`src/rtl/tmr_pkg.sv`:
```
// Shared types and constants for the triple-redundant counter supervisor.
package tmr_pkg;

  typedef enum logic [1:0] {
    ST_NORMAL   = 2'd0,
    ST_RESYNC   = 2'd1,
    ST_DEGRADED = 2'd2,
    ST_FAILSAFE = 2'd3
  } tmr_state_t;

  localparam int R1 = 0;
  localparam int R2 = 1;
  localparam int R3 = 2;

  localparam int DEFAULT_WIDTH = 8;
  // Wide enough for the largest allowed permanent-mask threshold (15).
  localparam int CONSEC_W = 4;

  function automatic logic [1:0] count_ones(input logic [2:0] v);
    return 2'(v[0]) + 2'(v[1]) + 2'(v[2]);
  endfunction

endpackage

```
`src/rtl/tmr_vote_mask.sv`:
```
// Combinational majority vote over the unmasked replicas, with per-replica
// disagreement flags that are only meaningful when a majority exists.
module tmr_vote_mask
  import tmr_pkg::*;
#(
  parameter int WIDTH = DEFAULT_WIDTH
) (
  input  logic [WIDTH-1:0] q_1,
  input  logic [WIDTH-1:0] q_2,
  input  logic [WIDTH-1:0] q_3,
  input  logic [2:0]       mask,
  output logic [WIDTH-1:0] vote,
  output logic             no_majority,
  output logic [2:0]       mis
);

  logic [WIDTH-1:0] q [3];
  logic             eq_12, eq_13, eq_23;

  assign q[R1] = q_1;
  assign q[R2] = q_2;
  assign q[R3] = q_3;

  // A pair only counts if neither member is masked, so a single masked
  // replica forces the remaining two to agree.
  assign eq_12 = !mask[R1] && !mask[R2] && (q_1 == q_2);
  assign eq_13 = !mask[R1] && !mask[R3] && (q_1 == q_3);
  assign eq_23 = !mask[R2] && !mask[R3] && (q_2 == q_3);

  always_comb begin
    vote        = '0;
    no_majority = 1'b1;
    if (eq_12 || eq_13) begin
      vote        = q_1;
      no_majority = 1'b0;
    end else if (eq_23) begin
      vote        = q_2;
      no_majority = 1'b0;
    end
  end

  always_comb begin
    mis = '0;
    for (int i = 0; i < 3; i++) begin
      mis[i] = !mask[i] && !no_majority && (q[i] != vote);
    end
  end

endmodule

```
`src/rtl/tmr_fault_manager.sv`:
```
// Supervisor for a triple-redundant counter cluster: votes, gates the shared
// enable, sequences resync, masks persistent failures and holds on no majority.
module tmr_fault_manager
  import tmr_pkg::*;
#(
  parameter int WIDTH       = DEFAULT_WIDTH,
  parameter int PERM_THRESH = 4,
  parameter int CNT_W       = 8
) (
  input  logic             clk,
  input  logic             rst,
  input  logic             enable_in,
  input  logic [WIDTH-1:0] q_1,
  input  logic [WIDTH-1:0] q_2,
  input  logic [WIDTH-1:0] q_3,
  output logic             cnt_enable,
  output logic [2:0]       resync,
  output logic [WIDTH-1:0] voted_q,
  output logic [2:0]       mask,
  output logic [1:0]       state,
  output logic [CNT_W-1:0] err_count,
  output logic             irq,
  input  logic             irq_ack,
  input  logic             clear
);

  tmr_state_t          st;
  logic [WIDTH-1:0]    vote;
  logic [WIDTH-1:0]    held;
  logic                no_majority;
  logic [2:0]          mis;
  logic [2:0]          thresh_hit;
  logic [2:0]          new_mask;
  logic [CONSEC_W-1:0] consec [3];

  tmr_vote_mask #(.WIDTH(WIDTH)) u_vote (
    .q_1         (q_1),
    .q_2         (q_2),
    .q_3         (q_3),
    .mask        (mask),
    .vote        (vote),
    .no_majority (no_majority),
    .mis         (mis)
  );

  always_comb begin
    thresh_hit = '0;
    for (int i = 0; i < 3; i++) begin
      thresh_hit[i] = !mask[i] && (consec[i] >= CONSEC_W'(PERM_THRESH));
    end
  end

  assign new_mask   = mask | thresh_hit;
  assign state      = st;
  assign voted_q    = (st == ST_FAILSAFE || no_majority) ? held : vote;
  // Combinational so the replicas never advance on a disagreeing cycle.
  assign cnt_enable = enable_in && (st == ST_NORMAL || st == ST_DEGRADED) &&
                      !no_majority && (mis == 3'b000);

  always_ff @(posedge clk or posedge rst) begin
    if (rst) begin
      st        <= ST_NORMAL;
      mask      <= '0;
      resync    <= '0;
      irq       <= 1'b0;
      err_count <= '0;
      held      <= '0;
      for (int i = 0; i < 3; i++) consec[i] <= '0;
    end else begin
      if (!no_majority && st != ST_FAILSAFE) held <= vote;
      // Any set event below is assigned later and therefore beats the ack.
      if (irq_ack) irq <= 1'b0;

      if (clear) begin
        mask      <= '0;
        err_count <= '0;
        resync    <= 3'b111;
        st        <= ST_RESYNC;
        for (int i = 0; i < 3; i++) consec[i] <= '0;
      end else begin
        case (st)
          ST_NORMAL, ST_DEGRADED: begin
            resync <= '0;
            if (no_majority) begin
              st  <= ST_FAILSAFE;
              irq <= 1'b1;
            end else if (mis != 3'b000) begin
              resync <= mis;
              st     <= ST_RESYNC;
              if (err_count != '1) err_count <= err_count + CNT_W'(1);
              for (int i = 0; i < 3; i++) begin
                if (mis[i] && consec[i] != '1) consec[i] <= consec[i] + CONSEC_W'(1);
              end
            end else begin
              for (int i = 0; i < 3; i++) consec[i] <= '0;
            end
          end
          ST_RESYNC: begin
            resync <= '0;
            for (int i = 0; i < 3; i++) begin
              if (!mis[i]) consec[i] <= '0;
            end
            if (count_ones(new_mask) >= 2'd2) begin
              st  <= ST_FAILSAFE;
              irq <= 1'b1;
            end else if (new_mask != 3'b000) begin
              mask <= new_mask;
              st   <= ST_DEGRADED;
              irq  <= 1'b1;
            end else begin
              st <= ST_NORMAL;
            end
          end
          default: begin
            resync <= '0;
          end
        endcase
      end
    end
  end

endmodule

```
`config.mk`:
```
export PLATFORM = sky130hd
export DESIGN_NAME = tmr_fault_manager
export DESIGN_NICKNAME = d
export VERILOG_FILES = /design/src/rtl/tmr_pkg.sv /design/src/rtl/tmr_vote_mask.sv /design/src/rtl/tmr_fault_manager.sv
export SDC_FILE = /design/constraint.sdc
export NUM_CORES = 1
export LEC_CHECK = 0
export CAP_MARGIN = 20
export CORE_MARGIN = 3
export CORE_UTILIZATION = 30
export DETAILED_ROUTE_END_ITERATION = 12
export GPL_TIMING_DRIVEN = 1
export PLACE_DENSITY = 0.63
export SETUP_SLACK_MARGIN = 0.2
export SLEW_MARGIN = 20
export SYNTH_ARGS = -nofsm -noshare
export SYNTH_HDL_FRONTEND = slang
export SYNTH_SLANG_ARGS = --single-unit
```
`constraint.sdc`:
```
create_clock -name clk -period 5 [get_ports clk]
set_clock_uncertainty 0.15 [all_clocks]
set_input_delay 1 -clock clk [delete_from_list [all_inputs] [get_ports clk]]
set_output_delay 1 -clock clk [all_outputs]
set_load 0.01 [all_outputs]
```
==> flow_summary_export.csv, run 1 <==
group,metric,value,unit
logic_synthesis,commonest_cells_in_the_netlist,"sky130_fd_sc_hd__dfrtp_1, sky130_fd_sc_hd__a21oi_1, sky130_fd_sc_hd__nor2_1",
setup_path,crit-reg2reg-capture,"consec[8]",
timing,hold_violation_count_in_the_final_report,0,
clocking,cts-htree-levels,2,
clocking,numCtsBuffers,5,
detailed_routing,drc_violations_left,0,
timing,number_of_slew_limit_violations_in_the_final_report,0,
floorplanning,coreArea,0.008341,mm²
setup_path,path_class,"primary input to output pin",
global_routing,groute.usage.overall,0.1636,
power,powerDensity,218.2,mW/mm²
timing,layout_setup_ws,0.2938,ns
global_routing,grt-ovfl-total,0,
global_routing,wire_length_of_the_first_global_routing_pass,13130,µm
clocking,clk-insertion-delay-late,0.29,ns
timing,max_freq,0.2125,GHz
logic_synthesis,syn_inst,309,
placed_design,gp_routability_congestion,0.9375,
floorplanning,num_rows,33,
setup_path,worst_ep_required_time,3.85,ns
logic_synthesis,synth.ff_latch_count,37,
floorplanning,die_w,99.23,µm
logic_synthesis,synth_top_cell_area_share,0.3551,
timing,rsz0062_at_grt,"true",
setup_path,critical_path_cell_list,"clkdlybuf4s50_1 -> xor2_2 -> nor3_4 -> nand4_1 -> a22o_1 -> o41a_1 -> o21a_2 -> nor2_2 -> and3_1 -> clkdlybuf4s15_1",
setup_path,timing.rr.start,"mask[2]",
logic_synthesis,post_synth.cell_area_avg,8.439,µm²
placed_design,placedInstanceArea,0.003601,mm²
logic_synthesis,synth_ff_type,"sky130_fd_sc_hd__dfrtp_1",
logic_synthesis,synthesis.nets,343,
logic_synthesis,synth-edff-count,0,
power,vdd_ir_drop_max,156.8,µV
detailed_routing,detail_route.vias_per_cell,5.297,
status,outcome,"finished clean",
worst_hold_path,hold_path_startpoint,"consec[7]",
setup_path,ff2ff_path_depth,10,
placed_design,post-place-cells,509,
clocking,cts_sinks,37,
timing,worst-slew-pin-transition,0.7438,ns
detailed_routing,wirelength,7930,µm
timing,min_period_over_period,0.9412,
logic_synthesis,ys_seq_area_frac,0.3551,
setup_path,critical_path.top_delay_family,"compound AO/OA/AOI/OAI gates",
setup_path,path_buf_inv,2,
floorplanning,num_io_pins,55,
power,power,0.0008145,W
placed_design,post-dp-hpwl,6362,µm
global_routing,grt_antenna_before_repair,0,
setup_path,critPathSlowestCell,"sky130_fd_sc_hd__clkdlybuf4s50_1",
final_layout,fin_cells,518,
setup_path,cp.arrival,3.56,ns
detailed_routing,drtIter0Drc,153,
timing,hold-worst-slack,0.3504,ns
final_layout,finalInstanceArea,0.003734,mm²
final_layout,synthToLayoutAreaGrowth,43.19,%
timing,final_setup_violating_endpoints,0,
placed_design,pre_cts_slack,-0.01371,ns
clocking,clock-root-buffer,"sky130_fd_sc_hd__clkbuf_8",
final_layout,fin_nets,446,
logic_synthesis,synthDominantAreaCellType,"sky130_fd_sc_hd__dfrtp_1",
global_routing,grt_pass1_vias,2647,
logic_synthesis,yosys.cell_count.top_type,"sky130_fd_sc_hd__dfrtp_1",
logic_synthesis,synthArstFlopShare,1.000,
clocking,clock_tree_from_tritoncts,"done",
setup_path,end_kind,"output pin",
detailed_routing,ant_nets,0,
detailed_routing,drt_pass1_iterations,4,
floorplanning,die_h,99.23,µm
final_layout,sequential_cell_area,925.9,µm²
final_layout,fillers,826,
logic_synthesis,synth_area_leaders,"sky130_fd_sc_hd__dfrtp_1, sky130_fd_sc_hd__a21oi_1, sky130_fd_sc_hd__xor2_1, sky130_fd_sc_hd__nor2_1, sky130_fd_sc_hd__xnor2_1",
clocking,cts-root-to-sink-buffers,2,
final_layout,multi_input_combinational_cell_area,0.001597,mm²
floorplanning,initial_core_util,0.3126,
floorplanning,design.die.area,0.009847,mm²
run,max_cap_viol_count,0,
timing,finalCriticalPeriod,4.706,ns
power,p_leak,1.601,nW
logic_synthesis,yosysWarningCount,0,
placed_design,number_of_buffers_inserted_by_port_buffering,54,
worst_hold_path,worstHoldEndpoint,"consec[7]",
global_routing,largest_net_degree_at_the_start_of_global_routing,38,
clocking,worst_setup_hold_path_clk_slew,0.07,ns
detailed_routing,vias,2744,
timing,timing.max_slew.rel_slack,0.5026,
setup_path,critPathLaunchType,"primary input",
logic_synthesis,syn_area,0.002608,mm²
setup_path,timing.reg2reg.setup_slack,1.58,ns
final_layout,post_route_cells_drive_above_1_share,0.1961,
setup_path,crit_path_max_incr_delay,0.49,ns
worst_hold_path,hold_path.class,"register to register",
logic_synthesis,post_synth_num_cell_types,57,
worst_hold_path,worst_hold_path.num_cells,1,
detailed_routing,detail_route.wl_per_cell,15.31,µm
clocking,cts_hold_buffers,0,
setup_path,crit_path_max_fanout,6,
final_layout,num_antenna_cells,0,
-- stage by stage --
step,util,TNS (ns)
final,0.4476,0
after detailed placement,0.4317,-0.01371
after floorplan,-,0
after CTS,0.4443,0
after global routing,0.4476,0
after global placement,0.4317,-0.01723
-- cells by family (layout without fill, tap and decap cells) --
| kind of cell | Yosys count | count (layout) | share of synthesized area |
|---|---|---|---|
| buffers and inverters | 28 | 132 | 0.05086 |
| adders and majority gates | 5 | 5 | 0.02399 |
| xor gates and xnor gates | 24 | 24 | 0.08061 |
| AOI/OAI and AO/OA | 94 | 94 | 0.2284 |
| and+or+nand+nor | 117 | 117 | 0.2438 |
| DFF | 37 | 37 | 0.3551 |
| muxes | 4 | 4 | 0.01727 |
-- cells in the final DEF (no fill, tap or decap), drive strengths merged, types with 3 or more instances in the layout --
cell,Yosys,routed
xnor2,10,10
nor2,26,26
ha,5,5
a21oi,26,26
nand4,9,9
a211oi,3,3
and3,6,6
a22o,4,4
nand3,15,15
o211ai,6,6
xor2,14,14
o31ai,5,5
a31oi,5,5
clkdlybuf4s50,0,43
dfrtp,37,37
nor3,3,3
or4,7,7
and2,3,3
mux2i,3,3
buf,8,53
or3,6,6
nand2b,4,4
o22ai,12,12
nand2,22,22
clkbuf,3,5
inv,17,17
dlygate4sd2,0,9
o21ai,19,19
nor4,6,6
-- worst max path at each step --
stage           start    endpoint  slack (ns)  depth (start not counted)
2_1_floorplan  q_2[0]  cnt_enable        0.93                          9
3_3_place_gp   q_2[3]  cnt_enable       -0.02                         11
3_5_place_dp   q_2[3]  cnt_enable       -0.01                         11
4_1_cts        q_2[1]  cnt_enable        0.25                         10
5_1_grt        q_2[7]  cnt_enable        0.17                         10
6_report       q_2[7]  cnt_enable        0.29                         10
-- repair_timing --
item | 4_1_cts | 5_1_grt
hold endpoints to repair | 0 | 0
pin swaps | 2 | 2
setup endpoints to repair | 9 | 2
buffers inserted | 0 | 1
resized for setup | 15 | 5
-- power breakdown --
group	switching [W]	leakage [nW]	total, W	internal [W]
registers	0.0000138	0.494	0.000348	0.000334
logic	0.000133	1.06	0.000258	0.000125
clock network	0.000112	0.0439	0.000209	0.0000963
-- metal layers --
layer | global-route usage | wire length (µm) | up-vias
li1 | - | - | 1365
met2 | 0.2562 | 3647 | 71
met3 | 0.03156 | 439 | 6
met4 | 0.03676 | 55 | 0
met1 | 0.2339 | 3787 | 1302
met5 | 0 | 0 | -
-- worst register-to-register path, cell delays in order (launching register included) --
cell,delay [ns]
sky130_fd_sc_hd__dfrtp_1,0.47
sky130_fd_sc_hd__nor2_1,0.14
sky130_fd_sc_hd__and4_1,0.30
sky130_fd_sc_hd__buf_4,0.16
sky130_fd_sc_hd__nand4_1,0.13
sky130_fd_sc_hd__a22o_1,0.21
sky130_fd_sc_hd__a221oi_1,0.49
sky130_fd_sc_hd__nand3_1,0.19
sky130_fd_sc_hd__a211oi_1,0.56
sky130_fd_sc_hd__a21oi_1,0.21
sky130_fd_sc_hd__mux2_4,0.30
-- state kept, by name (all words and copies together) (netlist names) --
name	flops
irq	1
err_count	8
held	8
mask	3
resync	3
consec	12
state	2
-- area by class of cell --
class,count,share of cell area
sequential,37,0.2480
clock inverter,3,0.004692
multi-input combinational,244,0.4276
inverter,17,0.01709
tap,105,0.03519
clock buffer,5,0.01843
timing repair buffer,107,0.2490
Note: power is estimated with default switching activity, not from simulation.
==> inputs of run 2 (changes only) <==
--- a/config.mk
+++ b/config.mk
@@ -6,10 +6,10 @@
 export NUM_CORES = 1
 export LEC_CHECK = 0
 export CAP_MARGIN = 20
-export CORE_MARGIN = 3
+export CORE_MARGIN = 2
 export CORE_UTILIZATION = 30
 export DETAILED_ROUTE_END_ITERATION = 12
-export GPL_TIMING_DRIVEN = 1
+export GPL_TIMING_DRIVEN = 0
 export PLACE_DENSITY = 0.63
 export SETUP_SLACK_MARGIN = 0.2
 export SLEW_MARGIN = 20
==> run 2 against run 1 <==
Combinational power hardly changed. Final cell count is 5.2% lower. Critical endpoint unchanged. Die area is 4.0% lower. Utilization is 2.7 points lower. Largest power group unchanged. Critical path type unchanged. Sequential share of layout area is 0.84 points higher. Worst hold slack better by 0.0070 ns. Critical path depth stayed put.
==> flow_summary_export.csv, run 2 (synthesized netlist as in run 1, its figures left out) <==
group,metric,value,unit
run,max_cap_viol_count,0,
global_routing,grt_pass1_vias,2753,
placed_design,post-dp-hpwl,5742,µm
final_layout,reg.largest.list,"consec x12, err_count x8, held x8",
timing,max_freq,0.2113,GHz
clocking,worst_setup_hold_path_clk_slew,0.08,ns
power,p_leak,1.561,nW
floorplanning,num_rows,34,
setup_path,critPathMostFrequentCell,"sky130_fd_sc_hd__nor2_2",
placed_design,number_of_buffers_inserted_by_port_buffering,51,
setup_path,critPathLaunchType,"primary input",
detailed_routing,drc_violations_left,0,
global_routing,grt-ovfl-total,0,
power,comb_power_share,0.279,
worst_hold_path,hold_path_startpoint,"consec[7]",
timing,rsz0062_at_grt,"true",
final_layout,fin_nets,416,
timing,min_period_over_period,0.9464,
clocking,cts_hold_buffers,0,
setup_path,timing.reg2reg.setup_slack,1.67,ns
worst_hold_path,worstHoldEndpoint,"consec[7]",
setup_path,timing.rr.start,"mask[1]",
setup_path,worst_ep_required_time,3.85,ns
power,power.clock.fraction,0.344,
power,sw_frac_of_total,0.2901,
setup_path,critical_path.top_delay_family,"compound AO/OA/AOI/OAI gates",
final_layout,post_route_cells_drive_above_1_share,0.1410,
placed_design,pre_cts_slack,-0.4358,ns
clocking,clock_tree_from_tritoncts,"done",
timing,worst-slew-pin-transition,0.6169,ns
clocking,numCtsBuffers,5,
timing,hold-worst-slack,0.3574,ns
setup_path,path_buf_inv,2,
clocking,cts_sinks,37,
detailed_routing,wirelength,7924,µm
final_layout,synthToLayoutAreaGrowth,38.48,%
final_layout,num_antenna_cells,0,
timing,final_setup_violating_endpoints,0,
status,outcome,"finished clean",
global_routing,grt_antenna_before_repair,0,
floorplanning,die_h,97.23,µm
detailed_routing,vias,2689,
final_layout,layout_commonest_cell,"sky130_fd_sc_hd__dfrtp_1",
floorplanning,coreArea,0.008593,mm²
floorplanning,initial_core_util,0.3034,
power,vdd_ir_drop_max,130.0,µV
placed_design,placedInstanceArea,0.003281,mm²
clocking,clock-root-buffer,"sky130_fd_sc_hd__clkbuf_8",
setup_path,cp.arrival,3.58,ns
floorplanning,num_io_pins,55,
placed_design,gp_routability_congestion,0.8941,
setup_path,crit_path_max_incr_delay,0.47,ns
setup_path,critical_path_cell_list,"clkdlybuf4s50_1 -> xor2_1 -> nor2_2 -> nand4_1 -> a22o_2 -> o41a_1 -> o21a_2 -> nor2_2 -> and3_1 -> dlygate4sd2_1",
final_layout,max_flop_register,"consec",
setup_path,crit_path_max_fanout,5,
setup_path,critPathSlowestCell,"sky130_fd_sc_hd__clkdlybuf4s50_1",
global_routing,groute.usage.overall,0.1667,
power,internal_power_summed_over_all_cells,0.0006541,W
power,powerDensity,255.2,mW/mm²
worst_hold_path,worst_hold_path.num_cells,1,
setup_path,crit-reg2reg-capture,"consec[0]",
setup_path,ff2ff_path_depth,11,
detailed_routing,drtIter0Drc,180,
detailed_routing,drt_pass1_iterations,4,
final_layout,largest_reg_flops,12,
final_layout,finalInstanceArea,0.003611,mm²
final_layout,final_cell_mix,"sky130_fd_sc_hd__dfrtp_1, sky130_fd_sc_hd__a21oi_1, sky130_fd_sc_hd__clkdlybuf4s50_1",
power,pwr-share-seq,0.377,
clocking,clk-insertion-delay-late,0.29,ns
clocking,cts-htree-levels,2,
timing,hold_violation_count_in_the_final_report,0,
power,power,0.0009215,W
detailed_routing,detail_route.vias_per_cell,5.477,
global_routing,wire_length_of_the_first_global_routing_pass,13180,µm
setup_path,end_kind,"output pin",
setup_path,path_class,"primary input to output pin",
clocking,cts-root-to-sink-buffers,2,
timing,timing.max_slew.rel_slack,0.5862,
power,p_sw,0.0002673,W
detailed_routing,detail_route.wl_per_cell,16.14,µm
timing,number_of_slew_limit_violations_in_the_final_report,0,
timing,finalCriticalPeriod,4.732,ns
timing,layout_setup_ws,0.2682,ns
floorplanning,design.die.area,0.009454,mm²
detailed_routing,ant_nets,0,
floorplanning,die_w,97.23,µm
worst_hold_path,hold_path.class,"register to register",
global_routing,largest_net_degree_at_the_start_of_global_routing,22,
## run 2: cell types whose count changed in the layout (fill, tap and decap cells not counted), sizes merged, moves of 3 or more
cell,delta
dlygate4sd2,+9
clkbuf,+3
dlymetal6s2s,+7
clkdlybuf4s50,-18
buf,-31
## run 2: worst max-delay path by stage
stage / slack (ns) / depth (start not counted) / from / endpoint
global placement: -0.37 / 9 / q_2[7] / voted_q[0]
finish: 0.27 / 10 / q_3[4] / cnt_enable
global route: 0.16 / 10 / q_3[4] / cnt_enable
floorplan: 0.93 / 9 / q_2[0] / cnt_enable
detailed placement: -0.44 / 9 / q_1[5] / voted_q[0]
CTS: 0.21 / 11 / q_3[0] / cnt_enable
## run 2: worst reg2reg max path, delay by kind of cell, from the launching register on
family / cells / cell delay [ns]
compound gates: 5 / 1.50
simple gates: 4 / 0.78
flops: 1 / 0.49
buf+inv: 2 / 0.31
## run 2: cell type report
type,instances,area (µm²)
Tap cell,108,135.1
Multi-Input combinational cell,245,1642
Inverter,17,63.81
Clock buffer,5,68.82
Fill cell,860,4982
Timing Repair Buffer,65,633.1
Buffer,11,73.82
Sequential cell,37,925.9
Clock inverter,3,68.82
## run 2: through the flow
step	utilization	cells	TNS, ns
detailed placement	0.3818	469	-3.677
CTS	0.4128	488	0
finish	0.4202	491	0
global route	0.4202	491	0
floorplan	-	309	0
global placement	0.3786	468	-3.200
## run 2: power groups by stage
stage / Combinational [W] / Sequential [W] / Clock, W
global placement: 0.000255 / 0.000351 / 0
finish: 0.000257 / 0.000347 / 0.000317
CTS: 0.000254 / 0.000348 / 0.000324
detailed placement: 0.000259 / 0.000353 / 0
floorplan: 0.000125 / 0.000351 / 0
global route: 0.000282 / 0.000352 / 0.000334
## run 2: routing by layer
metal / vias up / GRT usage / part of all wire
li1: 1299 / - / -
met1: 1293 / 0.2325 / 0.48
met2: 87 / 0.2575 / 0.46
met3: 10 / 0.03597 / 0.052
met4: 0 / 0.05556 / 0.014
met5: - / 0 / 0
## run 2: timing repair
item / CTS / global route
setup endpoints to repair: 9 / 6
gates resized for setup: 34 / 11
buffers inserted: 10 / 3
pin swaps: 5 / 4
gates cloned: 1 / 0
